[src/rtl/mips_alu_pkg.sv]
// Shared MIPS ALU definitions: control codes, opcodes, functs.
// Used by the ID/EX operand stage and the ALU itself.
package mips_alu_pkg;

   localparam int XLEN   = 32;
   localparam int REG_AW = 5;

   typedef enum logic [2:0] {
      ALU_ADD = 3'd0,
      ALU_SUB = 3'd1,
      ALU_XOR = 3'd2,
      ALU_SLT = 3'd3,
      ALU_AND = 3'd4,
      ALU_ERR = 3'd5,
      ALU_NOR = 3'd6,
      ALU_OR  = 3'd7
   } alu_ctl_e;

   localparam logic [5:0] OP_RTYPE = 6'h00;
   localparam logic [5:0] OP_BEQ   = 6'h04;
   localparam logic [5:0] OP_BNE   = 6'h05;
   localparam logic [5:0] OP_ADDI  = 6'h08;
   localparam logic [5:0] OP_SLTI  = 6'h0A;
   localparam logic [5:0] OP_ANDI  = 6'h0C;
   localparam logic [5:0] OP_ORI   = 6'h0D;
   localparam logic [5:0] OP_XORI  = 6'h0E;
   localparam logic [5:0] OP_LW    = 6'h23;
   localparam logic [5:0] OP_SW    = 6'h2B;

   localparam logic [5:0] FN_ADD = 6'h20;
   localparam logic [5:0] FN_SUB = 6'h22;
   localparam logic [5:0] FN_AND = 6'h24;
   localparam logic [5:0] FN_OR  = 6'h25;
   localparam logic [5:0] FN_XOR = 6'h26;
   localparam logic [5:0] FN_NOR = 6'h27;
   localparam logic [5:0] FN_SLT = 6'h2A;

endpackage

[src/rtl/mips_alu_decode.sv]
// Opcode/funct to ALU control, operand-b source and
// immediate extension kind. Purely combinational.
module mips_alu_decode
   import mips_alu_pkg::*;
(
   input  logic [5:0] opcode,
   input  logic [5:0] funct,
   output logic [2:0] alu_ctl,
   output logic       use_imm,
   output logic       zext,
   output logic       uses_rt
);

   always_comb begin
      alu_ctl = ALU_ERR;
      use_imm = 1'b1;
      zext    = 1'b0;
      uses_rt = 1'b0;
      case (opcode)
         OP_RTYPE: begin
            use_imm = 1'b0;
            uses_rt = 1'b1;
            case (funct)
               FN_ADD:  alu_ctl = ALU_ADD;
               FN_SUB:  alu_ctl = ALU_SUB;
               FN_AND:  alu_ctl = ALU_AND;
               FN_OR:   alu_ctl = ALU_OR;
               FN_XOR:  alu_ctl = ALU_XOR;
               FN_NOR:  alu_ctl = ALU_NOR;
               FN_SLT:  alu_ctl = ALU_SLT;
               default: alu_ctl = ALU_ERR;
            endcase
         end
         OP_ADDI: alu_ctl = ALU_ADD;
         OP_SLTI: alu_ctl = ALU_SLT;
         OP_ANDI: begin
            alu_ctl = ALU_AND;
            zext    = 1'b1;
         end
         OP_ORI: begin
            alu_ctl = ALU_OR;
            zext    = 1'b1;
         end
         OP_XORI: begin
            alu_ctl = ALU_XOR;
            zext    = 1'b1;
         end
         OP_LW: alu_ctl = ALU_ADD;
         OP_SW: begin
            alu_ctl = ALU_ADD;
            uses_rt = 1'b1;
         end
         OP_BEQ, OP_BNE: begin
            alu_ctl = ALU_SUB;
            use_imm = 1'b0;
            uses_rt = 1'b1;
         end
         default: alu_ctl = ALU_ERR;
      endcase
   end

endmodule

[src/rtl/id_ex_operand_stage.sv]
// ID/EX stage: operand forwarding, immediate extension,
// load-use hazard detection and the ALU input register.
module id_ex_operand_stage
   import mips_alu_pkg::*;
#(
   parameter int XLEN   = 32,
   parameter int REG_AW = 5
) (
   input  logic              clk,
   input  logic              rst_n,
   input  logic              in_valid,
   output logic              in_ready,
   input  logic [5:0]        in_opcode,
   input  logic [5:0]        in_funct,
   input  logic [REG_AW-1:0] in_rs,
   input  logic [REG_AW-1:0] in_rt,
   input  logic [REG_AW-1:0] in_rd_dest,
   input  logic [XLEN-1:0]   in_rs_val,
   input  logic [XLEN-1:0]   in_rt_val,
   input  logic [15:0]       in_imm16,
   input  logic              in_mem_read,
   input  logic              flush,
   input  logic [XLEN-1:0]   ex_fwd_val,
   input  logic [XLEN-1:0]   mem_fwd_val,
   input  logic [REG_AW-1:0] mem_fwd_dest,
   input  logic              mem_fwd_we,
   output logic              out_valid,
   input  logic              out_ready,
   output logic [XLEN-1:0]   alu_a,
   output logic [XLEN-1:0]   alu_b,
   output logic              alu_cin,
   output logic [2:0]        alu_ctl,
   output logic [REG_AW-1:0] out_dest,
   output logic              out_mem_read,
   output logic [XLEN-1:0]   out_store_val,
   output logic              illegal
);

   logic [2:0]      dec_ctl;
   logic            use_imm;
   logic            zext;
   logic            uses_rt;
   logic [XLEN-1:0] rs_op;
   logic [XLEN-1:0] rt_op;
   logic [XLEN-1:0] imm_ext;
   logic [XLEN-1:0] b_op;
   logic            ex_ok;
   logic            advance;
   logic            hazard;
   logic            load;

   mips_alu_decode u_dec (
      .opcode  (in_opcode),
      .funct   (in_funct),
      .alu_ctl (dec_ctl),
      .use_imm (use_imm),
      .zext    (zext),
      .uses_rt (uses_rt)
   );

   // A load in EX has no result yet, so it never forwards.
   assign ex_ok = out_valid & ~out_mem_read;

   always_comb begin
      if (in_rs == '0)
         rs_op = '0;
      else if (ex_ok && out_dest == in_rs)
         rs_op = ex_fwd_val;
      else if (mem_fwd_we && mem_fwd_dest == in_rs)
         rs_op = mem_fwd_val;
      else
         rs_op = in_rs_val;
   end

   always_comb begin
      if (in_rt == '0)
         rt_op = '0;
      else if (ex_ok && out_dest == in_rt)
         rt_op = ex_fwd_val;
      else if (mem_fwd_we && mem_fwd_dest == in_rt)
         rt_op = mem_fwd_val;
      else
         rt_op = in_rt_val;
   end

   assign imm_ext = zext ? {{(XLEN-16){1'b0}}, in_imm16}
                         : {{(XLEN-16){in_imm16[15]}}, in_imm16};
   assign b_op    = use_imm ? imm_ext : rt_op;

   assign advance = out_ready | ~out_valid;
   assign hazard  = out_valid & out_mem_read
                  & (out_dest != '0) & in_valid
                  & ((in_rs == out_dest)
                     | (uses_rt & (in_rt == out_dest)));
   assign in_ready = flush | (advance & ~hazard);
   assign load     = advance & in_valid & ~hazard;
   assign alu_cin  = 1'b0;

   always_ff @(posedge clk) begin
      if (!rst_n) begin
         out_valid     <= 1'b0;
         alu_a         <= '0;
         alu_b         <= '0;
         alu_ctl       <= ALU_ADD;
         out_dest      <= '0;
         out_mem_read  <= 1'b0;
         out_store_val <= '0;
         illegal       <= 1'b0;
      end else if (flush) begin
         out_valid <= 1'b0;
         illegal   <= 1'b0;
      end else if (load) begin
         out_valid     <= 1'b1;
         alu_a         <= rs_op;
         alu_b         <= b_op;
         alu_ctl       <= dec_ctl;
         out_dest      <= in_rd_dest;
         out_mem_read  <= in_mem_read;
         out_store_val <= rt_op;
         illegal       <= (dec_ctl == ALU_ERR);
      end else if (advance) begin
         out_valid <= 1'b0;
         illegal   <= 1'b0;
      end
   end

endmodule

[config.mk]
export PLATFORM = sky130hd
export DESIGN_NAME = id_ex_operand_stage
export DESIGN_NICKNAME = d
export VERILOG_FILES = /design/src/rtl/mips_alu_pkg.sv /design/src/rtl/mips_alu_decode.sv /design/src/rtl/id_ex_operand_stage.sv
export SDC_FILE = /design/constraint.sdc
export NUM_CORES = 1
export LEC_CHECK = 0
export BUFFER_PORTS_ARGS = -buffer_cell sky130_fd_sc_hd__buf_2
export CORE_MARGIN = 3
export CORE_UTILIZATION = 45
export CTS_CLUSTER_DIAMETER = 30
export CTS_CLUSTER_SIZE = 8
export DETAILED_ROUTE_END_ITERATION = 8
export GPL_ROUTABILITY_DRIVEN = 0
export GPL_TIMING_DRIVEN = 0
export PLACE_DENSITY = 0.79
export SYNTH_ARGS = -nofsm -noshare
export SYNTH_HDL_FRONTEND = slang
export SYNTH_SLANG_ARGS = --single-unit
[constraint.sdc]
create_clock -name clk -period 2.7 [get_ports clk]
set_input_delay 0.27 -clock clk [delete_from_list [all_inputs] [get_ports clk]]
set_output_delay 0.27 -clock clk [all_outputs]
set_load 0.02 [all_outputs]
Word level (Yosys, flattened, before mapping)

Index checks and enable logic that the tools add are counted.

Memories kept: 0
Input bits: 183
Bits in latches: 0
Memory bits (writable): 0
Bits in read-only memories: 0
Flip-flop bits (word level): 107

Muxes and demuxes: 15
Divide/modulo/power cells: 0
Reduce and logical (&&, ||, !) cells: 16
Multiply operators: 0
Bitwise operators: 17
Shift-type cells: 0
Order comparisons: 0
Equality and inequality tests: 23
$add $sub $neg: 0

Operators with widths:

| kind                                                            | number |
|---|---|
| 32-bit 2-to-1 mux                                               | 8 |
| 6-bit == test, second input constant                            | 9 |
| 3-bit one-hot mux with 7 select lines                           | 2 |
| 5-bit == test                                                   | 6 |
| 6-bit by 4-bit == test with 1-bit output, second input constant | 5 |
| 6-bit by 3-bit == test with 1-bit output, second input constant | 2 |
| 5-bit zero test                                                 | 2 |
| 1-bit bitwise AND                                               | 9 |
| 3-bit OR reduction                                              | 3 |
| 6-bit zero test                                                 | 1 |
| 1-bit 2-to-1 mux                                                | 5 |
| 1-bit inverter                                                  | 5 |
| 5-bit nonzero test                                              | 1 |
| 1-bit logical AND                                               | 4 |
| 2-bit OR reduction                                              | 2 |
| 4-bit OR reduction                                              | 1 |
| 3-bit == test, second input constant                            | 1 |
| 1-bit OR                                                        | 3 |
| 2-bit AND reduction                                             | 1 |
| 2-bit nonzero test                                              | 1 |

Longest topological paths before layout

Gate-level depths: netlist of run 1.

Depth in word-level cells: 9
Mapped depth: 9

Modules after synthesis

A second synthesis of run 1 with hierarchy kept.

Cell total of the unflattened synthesis: 643
Area total of the unflattened synthesis: 5,703.0 um^2

By module, submodules not included:

| module              | cells each | times used | seq. area each (um^2) | area an instance (um^2) |
|---|---|---|---|---|
| id_ex_operand_stage | 608        | 1          | 2,142.1               | 5,471.5 |
| mips_alu_decode     | 35         | 1          | 0.0                   | 231.5 |

Least setup slack after synthesis of run 1

OpenSTA, ideal clock, no wires.

Path kind: input port to output port
Start: input in_opcode[1]
End: output in_ready
Stages on the path: 8
Data arrival time: 2,324 ps
Buffers on the path: 3
Path slack: 106 ps
Cell sequence: clkbuf_1 -> or4_1 -> nand2b_1 -> buf_2 -> a2111oi_4 -> buf_2 -> nor2_1 -> a21o_1

Cells in the longest elaborated chain, start to end: 9
Elaborated cells on any way between the ends: 12
Classes of those cells: eq/ne: 3; mux: 1; bitwise: 6; reduce/logical: 2

Ends and longest elaborated chain:

| item                                        | line                      | text |
|---|---|---|
| from (decl)                                 | id_ex_operand_stage.sv:13 | `input logic [5:0] in_opcode,` |
| 6-bit == test, or another cell as far along | mips_alu_decode.sv:19     | `case (opcode)` |
| 4-bit OR reduction (no line) *              | -                         |  |
| 1-bit 2-to-1 mux *                          | mips_alu_decode.sv:19     |  |
| 1-bit bitwise AND *                         | id_ex_operand_stage.sv:94 | `\| (uses_rt & (in_rt == out_dest)));` |
| 1-bit OR *                                  | id_ex_operand_stage.sv:94 |  |
| 1-bit bitwise AND *                         | id_ex_operand_stage.sv:93 | `& ((in_rs == out_dest)` |
| 1-bit inverter *                            | id_ex_operand_stage.sv:95 | `assign in_ready = flush \| (advance & ~hazard);` |
| 1-bit bitwise AND *                         | id_ex_operand_stage.sv:95 |  |
| 1-bit OR *                                  | id_ex_operand_stage.sv:95 |  |
| to (decl)                                   | id_ex_operand_stage.sv:12 | `output logic in_ready,` |

Mark *: on every way between the ends. The rest lies on a longest branch, timed or not.

Final worst setup path of run 1

Start: register out_dest[1]
End: register alu_b[13]

Cells in the longest elaborated chain, start to end: 7
Elaborated cells on any way between the ends: 16
Classes of those cells: eq/ne: 3; mux: 3; bitwise: 7; reduce/logical: 3

Ends and longest elaborated chain:

| item                                                | line                                                                            | text |
|---|---|---|
| from (decl)                                         | id_ex_operand_stage.sv:33                                                       | `output logic [REG_AW-1:0] out_dest,` |
| from (signal assigned)                              | id_ex_operand_stage.sv:117                                                      | `out_dest <= in_rd_dest;` |
| 5-bit == test or 5-bit nonzero test (tied branches) | id_ex_operand_stage.sv:78, id_ex_operand_stage.sv:94, id_ex_operand_stage.sv:92 |  |
| 1-bit bitwise AND, on equally long branches         | id_ex_operand_stage.sv:94, id_ex_operand_stage.sv:92                            |  |
| 1-bit OR or 1-bit bitwise AND (tied branches)       | id_ex_operand_stage.sv:94, id_ex_operand_stage.sv:92                            |  |
| 1-bit bitwise AND                                   | id_ex_operand_stage.sv:93                                                       |  |
| 1-bit inverter                                      | id_ex_operand_stage.sv:96                                                       | `assign load = advance & in_valid & ~hazard;` |
| 1-bit bitwise AND                                   | id_ex_operand_stage.sv:96                                                       |  |
| 2-bit AND reduction (no line)                       | -                                                                               |  |
| to (signal assigned)                                | id_ex_operand_stage.sv:115                                                      | `alu_b <= b_op;` |
| to (decl)                                           | id_ex_operand_stage.sv:30                                                       | `output logic [XLEN-1:0] alu_b,` |

Parallel ways exist; a longest one is shown, timed or not.
A chain may end at the register's enable or synchronous reset.

==> results.yml, run 1 <==
floorplan:
  start_util_pct: 46.5
  die_w_um: 123
  design.core.area_um2: 13300
  dieArea_um2: 15200
  rows: 42
  boundaryPins: 292
  die_h_um: 123
routing:
  drc_errors: 0
  vias: 7755
  first_pass_iters: 6
  drt-total-wl_um: 25400
  drtIter0Drc: 907
  antenna_left: 0
  viasPerCell: 6.24
  drt-wirelength-per-cell_um: 20.4
worst_setup_path:
  worst-setup-path-type: "reg -> reg"
  cpPeakStageDelay_ns: 0.44
  critPathRequiredTime_ns: 3.00
  cpMostUsedCell: "clkbuf_1"
  crit_arrival_ns: 2.92
  crit_path_top_delay_cell: "dfxtp_1"
  worstPathCellList: "xnor2_1 > nand3_2 > or2_2 > clkbuf_1 > clkbuf_1 > a311oi_1 > o221a_2"
  path_max_fanout: 10
  cp-start-kind: "flip-flop"
  crit_path_end_kind: "flip-flop"
power_and_ir_drop:
  power_switching_uw: 1230
  power_density_nw_per_um2: 486
  switching_share_pct: 30.9
  ir_drop_uv: 268
  pwr-share-seq_pct: 43.2
  p_comb_share_pct: 22.2
  internal_power_uw: 2750
  pwr-share-clk_pct: 34.5
  p_leak_uw: 0.00345
outcome:
  status: "completed"
sta:
  rsz0062_at_grt: "yes"
  final.min_clock_period_ns: 2.63
  setup_viol: 0
  finClkSkew_ns: 0.00813
  slew_violations: 0
  post-route-period-util_pct: 97.3
  relSlewSlack_pct: 47.5
  setup_ws_ns: 0.0738
  max_slew.worst_pin.slew_ns: 0.785
  hold_violations: 0
  hold_slack_ns: 0.163
  max_freq_ghz: 0.381
global_route:
  antenna_found_initial: 1
  grt_max_degree: 17
  grt_use_total_pct: 31.5
  grt_pass1_wl_um: 37200
  grt_pass1_vias: 7056
  overflow: 0
placed_design:
  place_inst: 1224
  place_area_um2: 7850
  dp_hpwl_um: 19500
  place_worst_setup_slack_ns: -0.295
  port-buffer-count: 285
final_layout:
  drive_gt1_share_pct: 34.4
  final_util_pct: 61.4
  nNetsFinal: 1243
  fin_area_um2: 8200
  syn_to_final_growth_pct: 32.2
  final_cells: 1243
yosys:
  syn_inst: 763
  seq_area_frac_synth_pct: 34.5
  avgSynthCellArea_um2: 8.13
  synth_cell_types: 52
  synth_nets: 946
  ys_async_sr_fraction_pct: 0
  synth_warnings: 0
  synth_seq_cells: 107
  synthFlopType: "dfxtp_1"
  synth_edf_count: 0
  synth_area_um2: 6200
min_path:
  hp-class: "in -> reg"
clock_network:
  clockBufferDepth: 2
  clk_pin_slew_worst_paths_ns: 0.07
  root_buffer: "clkbuf_16"
  insertion_delay_ns: 0.35
  cts_tree: "yes"
  cts_max_level: 3
  clock-sinks: 107
  cts_buffers: 9
job:
  max-cap-violations: 0
routing by layer:
metal	track usage (%)	part of all wire [%]	up-vias
met5	0	0	-
met4	15.8	4.7	0
met3	6.45	11	103
met2	47.8	44	526
met1	42.4	40	3570
li1	-	-	3556
placed cells by master, fill, tap and decap left out, types with 2 or more instances in the layout:
| master | count |
|---|---|
| buf_2 | 304 |
| dfxtp_1 | 107 |
| nor3_1 | 68 |
| clkbuf_1 | 59 |
| o21ai_0 | 43 |
| nand2_1 | 42 |
| nor2_1 | 39 |
| inv_1 | 36 |
| or3_1 | 35 |
| a211oi_1 | 35 |
| a31oi_1 | 32 |
| a22o_1 | 32 |
| o32ai_1 | 32 |
| o221a_2 | 31 |
| a311oi_1 | 30 |
| xnor2_1 | 18 |
| a211o_1 | 16 |
| nand3_1 | 13 |
| a21oi_1 | 9 |
| clkbuf_16 | 9 |
| nor2b_1 | 8 |
| nand2b_1 | 6 |
| and3_1 | 4 |
| a21o_1 | 4 |
| diode_2 | 3 |
| or4_1 | 3 |
| nand4_1 | 3 |
| clkbuf_2 | 2 |
| nand3_2 | 2 |
| or2_2 | 2 |
| xor2_1 | 2 |
| and3b_1 | 2 |
| a311oi_2 | 2 |
| buf_4 | 2 |
worst paths after layout:
path | cells past startpoint | endpoint | slack (ns) | startpoint
hold reg to reg | 2 | alu_a[28]$_SDFFE_PN0P_ | 0.46 | alu_a[28]$_SDFFE_PN0P_
hold / removal | 3 | out_dest[3]$_SDFFE_PN0P_ | 0.16 | in_rd_dest[3]
setup / recovery | 7 | alu_b[13]$_SDFFE_PN0P_ | 0.07 | out_dest[1]$_SDFFE_PN0P_
setup reg to reg | 7 | alu_b[13]$_SDFFE_PN0P_ | 0.07 | out_dest[1]$_SDFFE_PN0P_
registers in the layout, indices dropped and copies added (netlist names):
| register | count |
|---|---|
| alu_a | 32 |
| out_valid | 1 |
| out_store_val | 32 |
| out_dest | 5 |
| illegal | 1 |
| alu_b | 32 |
| out_mem_read | 1 |
| alu_ctl | 3 |
stage by stage:
stage / TNS [ns] / total power [µW]
5_1_grt: -0.0698 / 4110
6_report: 0 / 3980
2_1_floorplan: 0 / 2240
3_5_place_dp: -15.90 / 2620
3_3_place_gp: -12.94 / 2610
4_1_cts: 0 / 3950
cell usage after synthesis, types with 2 or more instances:
cell / count / area share, %
dfxtp_1: 107 / 35
nor3_1: 69 / 5.6
clkbuf_1: 60 / 3.6
o21ai_0: 43 / 3.5
nand2_1: 42 / 2.5
nor2_1: 39 / 2.4
inv_1: 36 / 2.2
a211oi_1: 35 / 4.2
or3_1: 35 / 3.5
a22o_1: 32 / 4.5
a311oi_1: 32 / 4.5
a31oi_1: 32 / 3.2
o32ai_1: 32 / 4.5
o221a_2: 31 / 5.6
buf_2: 20 / 1.6
xnor2_1: 18 / 2.5
a211o_1: 16 / 2.3
nand3_1: 15 / 1.2
a21oi_1: 10 / 0.81
nor2b_1: 8 / 0.81
nand2b_1: 6 / 0.61
a21o_1: 4 / 0.48
and3_1: 4 / 0.40
nand4_1: 3 / 0.30
or4_1: 3 / 0.36
and3b_1: 2 / 0.28
o21ai_1: 2 / 0.16
or2_2: 2 / 0.20
xor2_1: 2 / 0.28
what timing repair did:
action,4_1_cts,5_1_grt
hold buffers,0,0
pin swaps,1,0
buffers inserted,1,0
endpoints found under the setup margin,41,83
gates resized for setup,2,12
critical path, delay by kind of cell, from the launching register on:
kind	cells	cell delay [ns]
buffers and inverters	2	0.58
flip-flops	1	0.44
XOR/XNOR	1	0.16
AO/OA/AOI/OAI	2	0.70
AND/OR/NAND/NOR	2	0.66
final cells by class:
class / instances / area (µm²)
multi-input cells: 537 / 3620
flip-flops and latches: 107 / 2140
plain buffers: 82 / 345
inverters: 37 / 139
fillers: 1284 / 5150
repair buffers: 286 / 1430
clock inverters: 4 / 51.3
clock buffers: 11 / 243
diodes: 3 / 7.51
well taps: 176 / 220
logic make-up after synthesis:
group           Yosys count  synth area share (%)
flops                   107                  34.5
xor+xnor                 20                  2.82
buf+inv                 119                  7.67
simple gates            233                  18.8
other cells               1                0.0605
compound gates          283                  36.1
power groups by stage:
| stage | registers [µW] | logic (µW) | clock network [µW] |
|---|---|---|---|
| after floorplan | 1860 | 379 | 0 |
| after CTS | 1720 | 870 | 1360 |
| final | 1720 | 886 | 1380 |
| after global routing | 1730 | 956 | 1420 |
| after global placement | 1760 | 856 | 0 |
| after detailed placement | 1760 | 866 | 0 |
Note: power is estimated with default switching activity, not from simulation.
==> run 2: changes to the inputs <==
ABC_AREA = 1   (was not set)
CORE_UTILIZATION = 54   (was 45)
PLACE_DENSITY = 0.88   (was 0.79)
clock period = 3.4 ns   (was 2.7 ns; I/O delays follow)
==> run 2 against run 1 <==
Compared with the run above:
- wire length up 14%
- combinational power up 5.1%
- clock skew up 0.0044 ns
- total power down 13%
- area after synthesis up 23%
- sequential share of layout area down 3.8 points
- critical path depth up 4
- clock power down 18%
- maximum frequency up 9.5%
- final cell count up 54%
- flip-flop and latch count unchanged
==> results.yml, run 2 <==
clock_network:
  ctsHoldBuffers: 0
  clock-sinks: 107
  cts_buffers: 9
  insertion_delay_ns: 0.37
  ctsResizeCount: 0
  clockBufferDepth: 2
  postCtsSetupRepairBufs: 0
  cts_tree: "yes"
  clk_pin_slew_worst_paths_ns: 0.08
  cts_max_level: 3
  root_buffer: "clkbuf_16"
routing:
  first_pass_iters: 6
  antenna_left: 0
  vias: 9814
  drtIter0Drc: 1095
  drt-wirelength-per-cell_um: 15.2
  drc_errors: 0
  drt-total-wl_um: 29000
  viasPerCell: 5.13
floorplan:
  boundaryPins: 292
  design.core.area_um2: 13500
  rows: 42
  die_h_um: 125
  dieArea_um2: 15600
  start_util_pct: 56.3
  die_w_um: 125
yosys:
  synth_cell_types: 31
  ys_top_cells_by_area: "dfxtp_1, nand2_1, nor2_1, inv_1, nand3_1"
  ys_async_sr_fraction_pct: 0
  synthFlopType: "dfxtp_1"
  synth_warnings: 0
  yosysMostFrequentCell: "nand2_1"
  avgSynthCellArea_um2: 5.33
  synth_seq_cells: 107
  yosysTopAreaCellShare_pct: 28.1
  yosysTopAreaCell: "dfxtp_1"
  syn_inst: 1427
  seq_area_frac_synth_pct: 28.1
  synth_area_um2: 7610
  synth_nets: 1610
  yosys-top-cells-count: "nand2_1, nor2_1, inv_1"
  synth_edf_count: 0
sta:
  hold_violations: 0
  rsz0062_at_grt: "no"
  final.min_clock_period_ns: 2.40
  post-route-period-util_pct: 70.6
  finClkSkew_ns: 0.0125
  relSlewSlack_pct: 54.8
  setup_ws_ns: 1.00
  max_freq_ghz: 0.417
  setup_viol: 0
  fin_setup_tns_ns: 0
  slew_violations: 0
  max_slew.worst_pin.slew_ns: 0.677
final_layout:
  nFillCells: 1256
  drive_gt1_share_pct: 20.1
  final_common_cell: "nand2_1"
  fin_area_um2: 9610
  syn_to_final_growth_pct: 26.3
  seqCellArea_um2: 2140
  layout_common_cells: "nand2_1, buf_2, nor2_1"
  multiInputGateArea_um2: 4160
  nNetsFinal: 1910
  reg.largest.list: "alu_a x32, alu_b x32, out_store_val x32"
global_route:
  grt_pass1_wl_um: 44900
  overflow: 0
  antenna_found_initial: 6
  grt_max_degree: 19
  grt_pass1_vias: 8848
  grt_use_total_pct: 35.9
job:
  max-cap-violations: 0
min_path:
  hp-class: "in -> reg"
worst_setup_path:
  critPathRequiredTime_ns: 3.71
  crit_arrival_ns: 2.71
  cp-start-kind: "flip-flop"
  path_max_fanout: 10
  crit_path_end_kind: "flip-flop"
  worst-setup-path-type: "reg -> reg"
power_and_ir_drop:
  power_density_nw_per_um2: 360
  ir_drop_uv: 250
  p_leak_uw: 0.00593
  p_total_uw: 3460
placed_design:
  place_area_um2: 9280
  dp_hpwl_um: 23200
  port-buffer-count: 289
  place_worst_setup_slack_ns: 0.923
outcome:
  status: "completed"
[run 2: cell count changes in the layout (fill, tap and decap cells not counted), moves of 32 or more]
| cell | previous run | this run |
|---|---|---|
| nor3_1 | 68 | 3 |
| or3_1 | 35 | 0 |
| a22o_1 | 32 | 0 |
| nand3_1 | 13 | 150 |
| a211oi_1 | 35 | 0 |
| nor2_1 | 39 | 281 |
| o32ai_1 | 32 | 0 |
| inv_1 | 36 | 238 |
| nand2_1 | 42 | 434 |
[run 2: layout make-up]
| type | instances | share of cell area (%) |
|---|---|---|
| Timing Repair Buffer | 289 | 15.1 |
| Tap cell | 176 | 2.29 |
| Buffer | 78 | 4.00 |
| Sequential cell | 107 | 22.3 |
| Antenna cell | 6 | 0.156 |
| Clock inverter | 5 | 0.677 |
| Clock buffer | 11 | 2.63 |
| Multi-Input combinational cell | 996 | 43.3 |
| Inverter | 246 | 9.64 |
[run 2: worst paths after layout]
kind / startpoint / to / slack, ns / cells past startpoint
setup / recovery: out_dest[4]$_SDFFE_PN0P_ / alu_b[7]$_SDFFE_PN0P_ / 1.00 / 11
hold / removal: in_mem_read / out_mem_read$_SDFFE_PN0P_ / 0.20 / 3
setup reg to reg: out_dest[4]$_SDFFE_PN0P_ / alu_b[7]$_SDFFE_PN0P_ / 1.00 / 11
hold reg to reg: illegal$_SDFFE_PP0P_ / illegal$_SDFFE_PP0P_ / 0.51 / 2
[run 2: layer usage]
metal	vias up	GRT usage, %	wire length [µm]
met1	4248	46.0	11700
met5	-	0	0
met2	594	58.4	13000
met4	0	17.0	1290
met3	96	6.22	2990
li1	4876	-	-
[run 2: stage by stage]
| stage | hold slack, ns | cells | util [%] |
|---|---|---|---|
| after floorplan | 0.453 | 1427 | - |
| after global placement | 0.479 | 1892 | 68.7 |
| after detailed placement | 0.490 | 1892 | 68.7 |
| after CTS | 0.191 | 1908 | 71.0 |
| after global routing | 0.212 | 1914 | 71.2 |
| final | 0.198 | 1914 | 71.2 |
[run 2: power breakdown]
part	internal [µW]	total (µW)	switching, µW
Combinational	328	931	603
Clock	622	1130	508
Sequential	1340	1400	52.6
[run 2: cell families after synthesis]
kind of cell / count (synthesis) / share of synthesized area (%)
AND/OR/NAND/NOR: 888 / 47.2
buffers and inverters: 324 / 17.2
AO/OA/AOI/OAI: 102 / 6.79
other: 1 / 0.0493
XOR/XNOR: 5 / 0.575
flip-flops: 107 / 28.1
[run 2: worst max-delay path: stages, from the launching register on]
cell and delay (ns):
dfxtp_1 0.45, nand2_1 0.08, nand2_1 0.09, nand3_1 0.10
nor2_2 0.39, nand2_1 0.27, clkbuf_1 0.36, nand3_1 0.21
nand3_1 0.17, nand2_1 0.11, nor2_1 0.04, nor2_1 0.07
==> run 3: changes to the inputs <==
CORE_UTILIZATION = 50   (was 54)
PLACE_DENSITY = 0.82   (was 0.88)
clock period = 2.5 ns   (was 3.4 ns; I/O delays follow)
==> run 3 against run 2 <==
Compared with the run above:
- first-iteration DRC count down 22%
- worst hold slack worse by 0.091 ns
- flip-flop and latch count unchanged
- combinational power up 36%
- clock power up 29%
- wire length up 1.6%
- count of clock-buffer cells in the layout down 1
- design area down 0.16%
- global-route usage down 1.8 points
- die area up 7.6%
- critical path depth unchanged
- utilization down 5.9 points
==> results.yml, run 3 (synthesis results as in run 2) <==
sta:
  finClkSkew_ns: 0.00833
  hold_violations: 0
  relSlewSlack_pct: 52.3
  max_freq_ghz: 0.416
  max_slew.worst_pin.slew_ns: 0.715
  post-route-period-util_pct: 96.2
  rsz0062_at_grt: "no"
  final.min_clock_period_ns: 2.40
  setup_viol: 0
  slew_violations: 0
  fin_setup_tns_ns: 0
global_route:
  antenna_found_initial: 6
  overflow: 0
  grt_max_degree: 18
  grt_pass1_vias: 8578
  grt_use_total_pct: 34.1
  grt_pass1_wl_um: 44100
clock_network:
  clk_pin_slew_worst_paths_ns: 0.07
  ctsHoldBuffers: 0
  cts_tree: "yes"
  ctsResizeCount: 0
  postCtsSetupRepairBufs: 0
  root_buffer: "clkbuf_16"
  cts_buffers: 9
  insertion_delay_ns: 0.36
  clockBufferDepth: 2
  clock-sinks: 107
  cts_max_level: 3
job:
  max-cap-violations: 0
worst_setup_path:
  path_max_fanout: 10
  critPathRequiredTime_ns: 2.80
  crit_arrival_ns: 2.70
  crit_path_end_kind: "flip-flop"
  worst-setup-path-type: "reg -> reg"
  cp-start-kind: "flip-flop"
routing:
  viasPerCell: 5.06
  drt-total-wl_um: 29500
  first_pass_iters: 6
  vias: 9734
  drtIter0Drc: 849
  drt-wirelength-per-cell_um: 15.3
  drc_errors: 0
  antenna_left: 0
final_layout:
  nFillCells: 1503
  syn_to_final_growth_pct: 26.1
  nNetsFinal: 1910
  layout_common_cells: "nand2_1, buf_2, nor2_1"
  fin_area_um2: 9590
  drive_gt1_share_pct: 20.0
  final_common_cell: "nand2_1"
  reg.largest.list: "alu_a x32, alu_b x32, out_store_val x32"
floorplan:
  rows: 44
  dieArea_um2: 16700
  die_w_um: 129
  start_util_pct: 51.8
  die_h_um: 129
  design.core.area_um2: 14700
  boundaryPins: 292
placed_design:
  place_area_um2: 9290
  dp_hpwl_um: 23800
  port-buffer-count: 289
power_and_ir_drop:
  power_switching_uw: 1570
  ir_drop_uv: 348
  p_total_uw: 4620
  pwr-share-clk_pct: 31.6
  pwr-share-seq_pct: 41.1
  p_comb_share_pct: 27.4
  p_leak_uw: 0.00591
  switching_share_pct: 34.0
  power_density_nw_per_um2: 482
  internal_power_uw: 3050
outcome:
  status: "completed"
min_path:
  hp-class: "in -> reg"
-- run 3: final cells by class --
| type | instances | area (µm²) | share of cell area (%) |
|---|---|---|---|
| tap | 184 | 230 | 2.40 |
| timing repair buffer | 289 | 1450 | 15.1 |
| clock buffer | 10 | 229 | 2.39 |
| sequential | 107 | 2140 | 22.3 |
| clock inverter | 6 | 63.8 | 0.665 |
| inverter | 246 | 926 | 9.65 |
| buffer | 78 | 384 | 4.00 |
| antenna | 6 | 15.0 | 0.156 |
| multi-input combinational | 996 | 4160 | 43.3 |
-- run 3: per-stage QoR --
stage                     std cells  hold slack (ns)  utilization, %  setup WS [ns]
final                          1922            0.107            65.3         0.0961
after CTS                      1916           0.0944            65.2          0.197
after floorplan                1427            0.363               -          0.713
after global routing           1922            0.108            65.3         0.0274
after detailed placement       1900            0.469            63.2         0.0889
after global placement         1900            0.454            63.2          0.106
-- run 3: path summary, 6_finish.rpt --
path                                          startpoint                         to  slack [ns]  depth (start not counted)
worst min-delay path                         in_mem_read  out_mem_read$_SDFFE_PN0P_        0.11                          3
worst min register to register      illegal$_SDFFE_PP0P_       illegal$_SDFFE_PP0P_        0.48                          2
worst max register to register  out_dest[4]$_SDFFE_PN0P_      alu_b[5]$_SDFFE_PN0P_         0.1                         11
worst max-delay path            out_dest[4]$_SDFFE_PN0P_      alu_b[5]$_SDFFE_PN0P_         0.1                         11
-- run 3: worst max-delay path: stages (launching register included) --
cell and delay [ns]:
dfxtp_1 0.45, nand2_1 0.07, nand2_1 0.08, nand3_1 0.10
nor2_2 0.38, nand2_1 0.28, clkbuf_1 0.37, nand3_1 0.24
nand3_1 0.13, nand2_1 0.10, nor2_1 0.04, nor2_1 0.09
-- run 3: power groups by stage --
stage               Combinational, µW  Clock [µW]  Sequential [µW]
finish                           1270        1460             1900
global route                     1410        1520             1910
CTS                              1250        1480             1890
detailed placement               1240           0             1930
global placement                 1220           0             1930
floorplan                         604           0             2080
-- run 3: routing by layer --
| metal | up-vias | track usage (%) | wire length [µm] |
|---|---|---|---|
| met2 | 607 | 55.2 | 13200 |
| met4 | 0 | 16.3 | 1370 |
| met3 | 85 | 6.72 | 3190 |
| met5 | - | 0 | 0 |
| li1 | 4867 | - | - |
| met1 | 4175 | 43.6 | 11700 |
